<file path="config.mk">
export PLATFORM = sky130hd
export DESIGN_NAME = dmem_bus_ctrl_flat
export DESIGN_NICKNAME = d
export VERILOG_FILES = /design/src/rtl/dmem_pkg.sv /design/src/rtl/dmem_bus_ctrl_if.sv /design/src/rtl/dmem_timeout_cnt.sv /design/src/rtl/dmem_bus_ctrl.sv /design/src/flat_wrapper.sv
export SDC_FILE = /design/constraint.sdc
export NUM_CORES = 1
export LEC_CHECK = 0
export CAP_MARGIN = 0
export CORE_MARGIN = 1
export CORE_UTILIZATION = 45
export CTS_CLUSTER_DIAMETER = 30
export DETAILED_ROUTE_END_ITERATION = 8
export PLACE_DENSITY = 0.87
export SLEW_MARGIN = 15
export SYNTH_ARGS = -nofsm -noshare
export SYNTH_HDL_FRONTEND = slang
export SYNTH_SLANG_ARGS = --single-unit
</file>
<file path="constraint.sdc">
create_clock -name clk -period 2.3 [get_ports clk]
set_input_delay 0.46 -clock clk [delete_from_list [all_inputs] [get_ports clk]]
set_output_delay 0.46 -clock clk [all_outputs]
set_load 0.05 [all_outputs]
</file>
<file path="src/rtl/dmem_pkg.sv">
// Shared types and constants for the data-memory bus controller.
package dmem_pkg;

  localparam int unsigned DMEM_ADDR_W = 32;
  localparam int unsigned DMEM_DATA_W = 32;
  localparam int unsigned DMEM_BE_W   = DMEM_DATA_W / 8;

  typedef enum logic [1:0] {
    IDLE,
    REQ,
    WAIT,
    DONE
  } dmem_state_e;

  typedef struct packed {
    logic                   we;
    logic [DMEM_ADDR_W-1:0] addr;
    logic [DMEM_DATA_W-1:0] wdata;
    logic [DMEM_BE_W-1:0]   mask;
  } dmem_req_t;

  localparam logic [DMEM_BE_W-1:0] BE_ALL = '1;

endpackage

</file>
<file path="src/rtl/dmem_bus_ctrl_if.sv">
// Data-memory bus: req/gnt request phase plus rvalid/rdata response phase.
interface dmem_bus_ctrl_if #(
  parameter int unsigned ADDR_W = 32,
  parameter int unsigned DATA_W = 32
);

  logic                  bus_req_o;
  logic                  bus_we_o;
  logic [ADDR_W-1:0]     bus_addr_o;
  logic [DATA_W-1:0]     bus_wdata_o;
  logic [DATA_W/8-1:0]   bus_be_o;
  logic                  bus_gnt_i;
  logic                  bus_rvalid_i;
  logic [DATA_W-1:0]     bus_rdata_i;

  modport master (
    output bus_req_o, bus_we_o, bus_addr_o, bus_wdata_o, bus_be_o,
    input  bus_gnt_i, bus_rvalid_i, bus_rdata_i
  );

  modport slave (
    input  bus_req_o, bus_we_o, bus_addr_o, bus_wdata_o, bus_be_o,
    output bus_gnt_i, bus_rvalid_i, bus_rdata_i
  );

endinterface

</file>
<file path="src/rtl/dmem_timeout_cnt.sv">
// Bus-wait cycle counter; expired_o flags the cycle in which the count reaches TIMEOUT_CYC.
module dmem_timeout_cnt #(
  parameter int unsigned TIMEOUT_CYC = 255
) (
  input  logic clk,
  input  logic rst_n,
  input  logic clr_i,
  input  logic en_i,
  output logic expired_o
);

  localparam int unsigned CNT_W = $clog2(TIMEOUT_CYC + 1);

  logic [CNT_W-1:0] cnt_q, cnt_d;

  always_comb begin
    cnt_d = cnt_q;
    if (clr_i) begin
      cnt_d = '0;
    end else if (en_i) begin
      cnt_d = cnt_q + 1'b1;
    end
  end

  always_ff @(posedge clk or negedge rst_n) begin
    if (!rst_n) begin
      cnt_q <= '0;
    end else begin
      cnt_q <= cnt_d;
    end
  end

  // The increment at this edge would make the count equal TIMEOUT_CYC.
  assign expired_o = en_i && (cnt_q == CNT_W'(TIMEOUT_CYC - 1));

endmodule

</file>
<file path="src/rtl/dmem_bus_ctrl.sv">
// Memory-stage load/store bus controller: one request at a time, stalls until done.
// Optional bus-wait timeout enabled with DMEM_TIMEOUT_EN.
module dmem_bus_ctrl
  import dmem_pkg::*;
#(
  parameter int unsigned ADDR_W      = DMEM_ADDR_W,
  parameter int unsigned DATA_W      = DMEM_DATA_W,
  parameter int unsigned TIMEOUT_CYC = 255
) (
  input  logic                clk,
  input  logic                rst_n,
  input  logic                req_valid_i,
  input  logic                req_we_i,
  input  logic [ADDR_W-1:0]   req_addr_i,
  input  logic [DATA_W-1:0]   req_wdata_i,
  input  logic [DATA_W/8-1:0] req_mask_i,
  output logic                stall_o,
  output logic                rsp_valid_o,
  output logic [DATA_W-1:0]   data_loaded_o,
  output logic                err_o,
  dmem_bus_ctrl_if.master     bus
);

  dmem_state_e       state_q, state_d;
  dmem_req_t         req_q, req_d;
  logic [DATA_W-1:0] data_q, data_d;
  logic              err_q, err_d;
  logic              bus_req_q, bus_req_d;
  logic              rsp_valid_q, rsp_valid_d;
  logic              empty_store;

  assign empty_store = req_we_i && (req_mask_i == '0);

`ifdef DMEM_TIMEOUT_EN
  logic to_clr, to_en, to_expired;

  assign to_clr = (state_q == IDLE) && req_valid_i && !empty_store;
  assign to_en  = (state_q == REQ) || (state_q == WAIT);

  dmem_timeout_cnt #(
    .TIMEOUT_CYC (TIMEOUT_CYC)
  ) u_timeout (
    .clk       (clk),
    .rst_n     (rst_n),
    .clr_i     (to_clr),
    .en_i      (to_en),
    .expired_o (to_expired)
  );
`endif

  always_comb begin
    state_d = state_q;
    req_d   = req_q;
    data_d  = data_q;
    err_d   = 1'b0;
    case (state_q)
      IDLE: begin
        if (req_valid_i) begin
          req_d.we    = req_we_i;
          req_d.addr  = {req_addr_i[ADDR_W-1:2], 2'b00};
          req_d.wdata = req_wdata_i;
          req_d.mask  = req_we_i ? req_mask_i : BE_ALL;
          state_d     = empty_store ? DONE : REQ;
        end
      end
      REQ: begin
        if (bus.bus_gnt_i) begin
          state_d = WAIT;
        end
      end
      WAIT: begin
        if (bus.bus_rvalid_i) begin
          state_d = DONE;
          if (!req_q.we) begin
            data_d = bus.bus_rdata_i;
          end
        end
      end
      DONE:    state_d = IDLE;
      default: state_d = IDLE;
    endcase
`ifdef DMEM_TIMEOUT_EN
    // A genuine response arriving in the expiring cycle takes precedence.
    if (to_expired && (state_d != DONE)) begin
      state_d = DONE;
      err_d   = 1'b1;
      if (!req_q.we) begin
        data_d = '0;
      end
    end
`endif
    bus_req_d   = (state_d == REQ);
    rsp_valid_d = (state_d == DONE);
  end

  always_ff @(posedge clk or negedge rst_n) begin
    if (!rst_n) begin
      state_q     <= IDLE;
      req_q       <= '0;
      data_q      <= '0;
      err_q       <= 1'b0;
      bus_req_q   <= 1'b0;
      rsp_valid_q <= 1'b0;
    end else begin
      state_q     <= state_d;
      req_q       <= req_d;
      data_q      <= data_d;
      err_q       <= err_d;
      bus_req_q   <= bus_req_d;
      rsp_valid_q <= rsp_valid_d;
    end
  end

  assign stall_o       = ((state_q == IDLE) && req_valid_i) || (state_q == REQ) || (state_q == WAIT);
  assign rsp_valid_o   = rsp_valid_q;
  assign err_o         = err_q;
  assign data_loaded_o = data_q;

  // Bus fields are only presented while the request is outstanding.
  assign bus.bus_req_o   = bus_req_q;
  assign bus.bus_we_o    = bus_req_q ? req_q.we    : 1'b0;
  assign bus.bus_addr_o  = bus_req_q ? req_q.addr  : '0;
  assign bus.bus_wdata_o = bus_req_q ? req_q.wdata : '0;
  assign bus.bus_be_o    = bus_req_q ? req_q.mask  : '0;

endmodule

</file>
<file path="src/flat_wrapper.sv">
// flat-port wrapper written by rule: the top's interface ports become plain ports
module dmem_bus_ctrl_flat import dmem_pkg::*;
#(
  parameter int unsigned ADDR_W      = DMEM_ADDR_W,
  parameter int unsigned DATA_W      = DMEM_DATA_W,
  parameter int unsigned TIMEOUT_CYC = 255
)
  (clk, rst_n, req_valid_i, req_we_i, req_addr_i, req_wdata_i, req_mask_i, stall_o, rsp_valid_o, data_loaded_o, err_o, bus_bus_req_o, bus_bus_we_o, bus_bus_addr_o, bus_bus_wdata_o, bus_bus_be_o, bus_bus_gnt_i, bus_bus_rvalid_i, bus_bus_rdata_i);
  dmem_bus_ctrl_if #(.ADDR_W(ADDR_W), .DATA_W(DATA_W)) bus_i ();
  input  logic clk;
  input  logic rst_n;
  input  logic req_valid_i;
  input  logic req_we_i;
  input  logic [ADDR_W-1:0] req_addr_i;
  input  logic [DATA_W-1:0] req_wdata_i;
  input  logic [DATA_W/8-1:0] req_mask_i;
  output logic stall_o;
  output logic rsp_valid_o;
  output logic [DATA_W-1:0] data_loaded_o;
  output logic err_o;
  output wire logic [$bits(bus_i.bus_req_o)-1:0] bus_bus_req_o;
  output wire logic [$bits(bus_i.bus_we_o)-1:0] bus_bus_we_o;
  output wire logic [$bits(bus_i.bus_addr_o)-1:0] bus_bus_addr_o;
  output wire logic [$bits(bus_i.bus_wdata_o)-1:0] bus_bus_wdata_o;
  output wire logic [$bits(bus_i.bus_be_o)-1:0] bus_bus_be_o;
  input wire logic [$bits(bus_i.bus_gnt_i)-1:0] bus_bus_gnt_i;
  input wire logic [$bits(bus_i.bus_rvalid_i)-1:0] bus_bus_rvalid_i;
  input wire logic [$bits(bus_i.bus_rdata_i)-1:0] bus_bus_rdata_i;
  assign bus_bus_req_o = bus_i.bus_req_o;
  assign bus_bus_we_o = bus_i.bus_we_o;
  assign bus_bus_addr_o = bus_i.bus_addr_o;
  assign bus_bus_wdata_o = bus_i.bus_wdata_o;
  assign bus_bus_be_o = bus_i.bus_be_o;
  assign bus_i.bus_gnt_i = bus_bus_gnt_i;
  assign bus_i.bus_rvalid_i = bus_bus_rvalid_i;
  assign bus_i.bus_rdata_i = bus_bus_rdata_i;
  dmem_bus_ctrl #(.ADDR_W(ADDR_W), .DATA_W(DATA_W), .TIMEOUT_CYC(TIMEOUT_CYC)) u_core (.clk(clk), .rst_n(rst_n), .req_valid_i(req_valid_i), .req_we_i(req_we_i), .req_addr_i(req_addr_i), .req_wdata_i(req_wdata_i), .req_mask_i(req_mask_i), .stall_o(stall_o), .rsp_valid_o(rsp_valid_o), .data_loaded_o(data_loaded_o), .err_o(err_o), .bus(bus_i));
endmodule
</file>
-- Word-level counts from Yosys, hierarchy flattened
Index checks and enable logic that the tools add are counted.
- register bits after elaboration: 103
- input port bits: 106
- output and inout bits: 105
- logic and storage cells: 32
- eq/ne operators: 5
- mux-type cells: 10
- bitwise operators: 1
- reduce and logical (&&, ||, !) cells: 8
- operators with widths (operator ; count):
    $mux 32 ; 2
    $mux 2 ; 4
    $mux 4 ; 2
    $pmux 2 s4 ; 1
    $eq 2x2->1 const B ; 3
    $eq 2x1->1 const B ; 2
    $logic_not 4->1 ; 1
    $reduce_and 3->1 ; 1
    $logic_and 1x1->1 ; 2
    $logic_not 2->1 ; 1
    $logic_or 1x1->1 ; 2
    $reduce_and 2->1 ; 1
    $mux 1 ; 1
    $not 1->1 ; 1

-- Logic depth before layout (Yosys ltp)
Gate-level depths: netlist (run 1).
- depth after elaboration: 6
- mapped depth: 6
- gate-level depth less buffers: 3

-- Worst setup path after synthesis (run 1)
OpenSTA, ideal clock, no wires.
- path type: flip-flop to output port
- start: register u_core.bus_req_q (netlist: u_core.bus.bus_req_o)
- end: output bus_bus_addr_o[10]
- arrival time: 1.567 ns
- data required time: 1.840 ns
- path slack: 0.273 ns
- cell stages (with the launch flop): 4
- buffers on the path: 2
- cells stage by stage: dfrtp_1 clkbuf_1 clkbuf_1 and2_1
- longest elaborated chain between the ends: 1
- RTL lines (what ; RTL line ; text):
    from (decl) ; dmem_bus_ctrl.sv:28 ; logic bus_req_q, bus_req_d;
    from (signal assigned) ; dmem_bus_ctrl.sv:109 ; bus_req_q <= bus_req_d;
    $mux 32 ; dmem_bus_ctrl.sv:122 ; assign bus.bus_addr_o = bus_req_q ? req_q.addr : '0;
    to (decl) ; flat_wrapper.sv:23 ; output wire logic [$bits(bus_i.bus_addr_o)-1:0] bus_bus_addr_o;
No other way between the ends.

-- Final worst setup path (run 1)
- start: register u_core.data_q[3] (netlist: u_core.data_loaded_o[3])
- end: output data_loaded_o[3]
- RTL lines (what ; RTL line ; text):
    from (decl) ; dmem_bus_ctrl.sv:26 ; logic [DATA_W-1:0] data_q, data_d;
    from (signal assigned) ; dmem_bus_ctrl.sv:107 ; data_q <= data_d;
    to (decl) ; flat_wrapper.sv:19 ; output logic [DATA_W-1:0] data_loaded_o;
No word-level cell between the ends.

==> impl_metrics.csv, run 1 <==
group,metric,value,unit
synth,yosys_most_used_dff,"dfrtp_1",
critical_path,cp_max_fo,2,
clock_network,hold_buffers,0,
timing,clock_skew,0.009526,ns
timing,setup-tns-final,0,ns
critical_path,path_delay_family,"buffers and inverters",
synth,ys_seq_elements,103,
placed_design,portBuffers,205,
synth,synthAdderAreaFrac,0,
timing,timing.final.crit_share,0.8810,
clock_network,path_clk_slew,0.10,ns
critical_path,crit_arrival,1.57,ns
die,die_h,103.7,um
finish,final_common_cell,"clkdlybuf4s50_1",
synth,yosysWarnings,0,
finish,final_core_util,0.7617,
timing,setup_violations,0,
synth,avgSynthCellArea,14.50,sq um
global_route,grt_pass1_vias,3571,
die,coreArea,9910,sq um
die,fp.dieArea,10760,sq um
critical_path,worstPathRequired,1.84,ns
timing,fin_crit,2.026,ns
clock_network,cts_tree,"done",
clock_network,cts_buffers,9,
timing,fmax,0.4935,GHz
clock_network,max-clock-path-buffers,2,
detailed_routing,antenna_left,0,
clock_network,root_buffer,"clkbuf_8",
finish,num_antenna_cells,0,
critical_path,slowest_delay,0.83,ns
global_route,antenna_found_initial,0,
timing,slew_headroom,0.6497,
clock_network,worstSkewPairLatency,0.36,ns
run,drv_cap,0,
clock_network,clock_sinks,103,
die,rows,36,
clock_network,h-tree-depth,3,
finish,final_cells,659,
die,ios,211,
finish,layout-drive-gt1-share,0.3631,
synth,synthMuxAreaShare,0.2540,
placed_design,routabilityCongestion,0.7609,
global_route,grt_max_degree,54,
synth,synth_compound_area_frac,0.01344,
timing,drv_slew,0,
synth,synth_edf_count,0,
power,vdd_ir_drop_max,0.0008840,V
detailed_routing,drt_iter0_drc,119,
finish,nNetsFinal,628,
detailed_routing,avgViaCountPerCell,4.845,
detailed_routing,vias,3193,
synth,synth-xor-area-share,0,
critical_path,cp-end-kind,"output port",
timing,hold_ws,0.03889,ns
power,power.switching,5.432,mW
critical_path,path_cells,"clkdlybuf4s50_1",
detailed_routing,routedWlPerCell,17.33,um
placed_design,hpwl,8.622,mm
clock_network,post_cts_resized,0,
global_route,grtUsageTotal,0.2224,
global_route,grt-ovfl-total,0,
synth,synth_area,4656,sq um
detailed_routing,drc,0,
status,status,"completed",
worst_hold_path,holdCritPathClass,"in2async",
synth,ys_async_sr_fraction,1.000,
power,pwr-share-clk,0.083,
detailed_routing,first_pass_iters,4,
power,pwr-share-seq,0.260,
synth,synth.distinct_cells,26,
critical_path,crit_path_start_kind,"register",
placed_design,post-place-ws,0.1903,ns
finish,syn_to_final_growth,62.13,%
power,netSwitchingFraction,0.4392,
power,p_comb_frac,0.657,
timing,worstMarginPinSlew,0.5239,ns
critical_path,r2r_setup_slack,0.68,ns
power,power,12.37,mW
global_route,grt_pass1_wl,18.80,mm
power,p_per_area,1639,nW/um^2
die,start_util,0.4698,
power,internal_power,6.936,mW
placed_design,placed_cells,644,
detailed_routing,drt-total-wl,11.42,mm
critical_path,critPathKind,"reg2out",
placed_design,place_area,7378,sq um
die,die_w,103.7,um
synth,ys_seq_area_frac,0.5536,
synth,synth-simple-area-share,0.1123,
critical_path,crit_buf_inv,1,
timing,finalHoldViolations,0,
timing,rsz0062_at_grt,"false",
synth,synth_top_family_by_area,"multiplexers",
finish,postLayoutCellArea,7548,sq um
timing,fin_ws,0.2736,ns
critical_path,slowest_stage,"clkdlybuf4s50_1",
clock_network,post_cts_buffers,0,
power,p_leak,3.191,nW
finish,mostFrequentLayoutCells,"135 x clkdlybuf4s50_1, 103 x dfrtp_1, 72 x buf_12",
synth,syn_inst,321,
==> final timing paths <==
| check | cells past startpoint | start | end |
|---|---|---|---|
| worst max-delay path | 1 | u_core.data_loaded_o[3] | data_loaded_o[3] |
| worst min-delay path | 1 | rst_n | u_core.data_loaded_o[1] |
| worst max register to register | 3 | u_core.state_q[1] | u_core.req_q[57] |
| worst min register to register | 1 | u_core.req_q[59] | u_core.req_q[59] |
| max in group asynchronous | 2 | rst_n | u_core.data_loaded_o[27] |
| min in group clk | 1 | u_core.req_q[59] | u_core.req_q[59] |
==> layer usage <==
metal  part of all wire  track usage  vias up
met5                  0            0        -
met2               0.53       0.3917      125
met3              0.063      0.05475       25
met4              0.028       0.1051        0
met1               0.38       0.2535     1569
li1                   -            -     1474
==> cell families after synthesis <==
group	count (synthesis)
multiplexers	95
flip-flops	103
other	1
AND/OR/NAND/NOR	83
AO/OA/AOI/OAI	10
buffers and inverters	29
==> sequential cells by signal (all words and copies together) (netlist names) <==
name                  cells
u_core.req_q             67
u_core.data_loaded_o     32
u_core.state_q            2
u_core.bus.bus_req_o      1
u_core.rsp_valid_o        1
==> cell usage after synthesis (all sizes together) (2+ instances only) <==
library cell  count  share of area
nand2             2         0.0016
nor3              2         0.0022
buf              16          0.053
and2b             2         0.0038
and2             67          0.090
nor2              4         0.0032
a21oi             3         0.0032
dfrtp           103           0.55
mux2             95           0.25
a31oi             3         0.0040
clkbuf            8         0.0086
inv               5         0.0040
o21ai             2         0.0022
==> layout make-up <==
type | instances | area, sq um
sequential | 103 | 2577
timing repair buffer | 212 | 2830
tap | 133 | 166.4
multi-input combinational | 191 | 1785
fill | 628 | 2361
clock inverter | 6 | 46.29
inverter | 5 | 18.77
clock buffer | 9 | 123.9
==> power groups by stage <==
stage	combinational, mW	sequential (mW)	clock, mW
6_report	8.13	3.22	1.03
3_5_place_dp	8.18	3.25	0
2_1_floorplan	3.88	4.12	0
3_3_place_gp	8.04	3.16	0
5_1_grt	8.43	3.33	1.13
4_1_cts	8.20	3.22	1.06
No activity file was read; power rests on OpenSTA's default activity.
==> run 2: changes to the inputs <==
Settings changed: CAP_MARGIN 0 to 30.
==> results of run 2 <==
Final layout, timing and power as in run 1 (identical DEF).
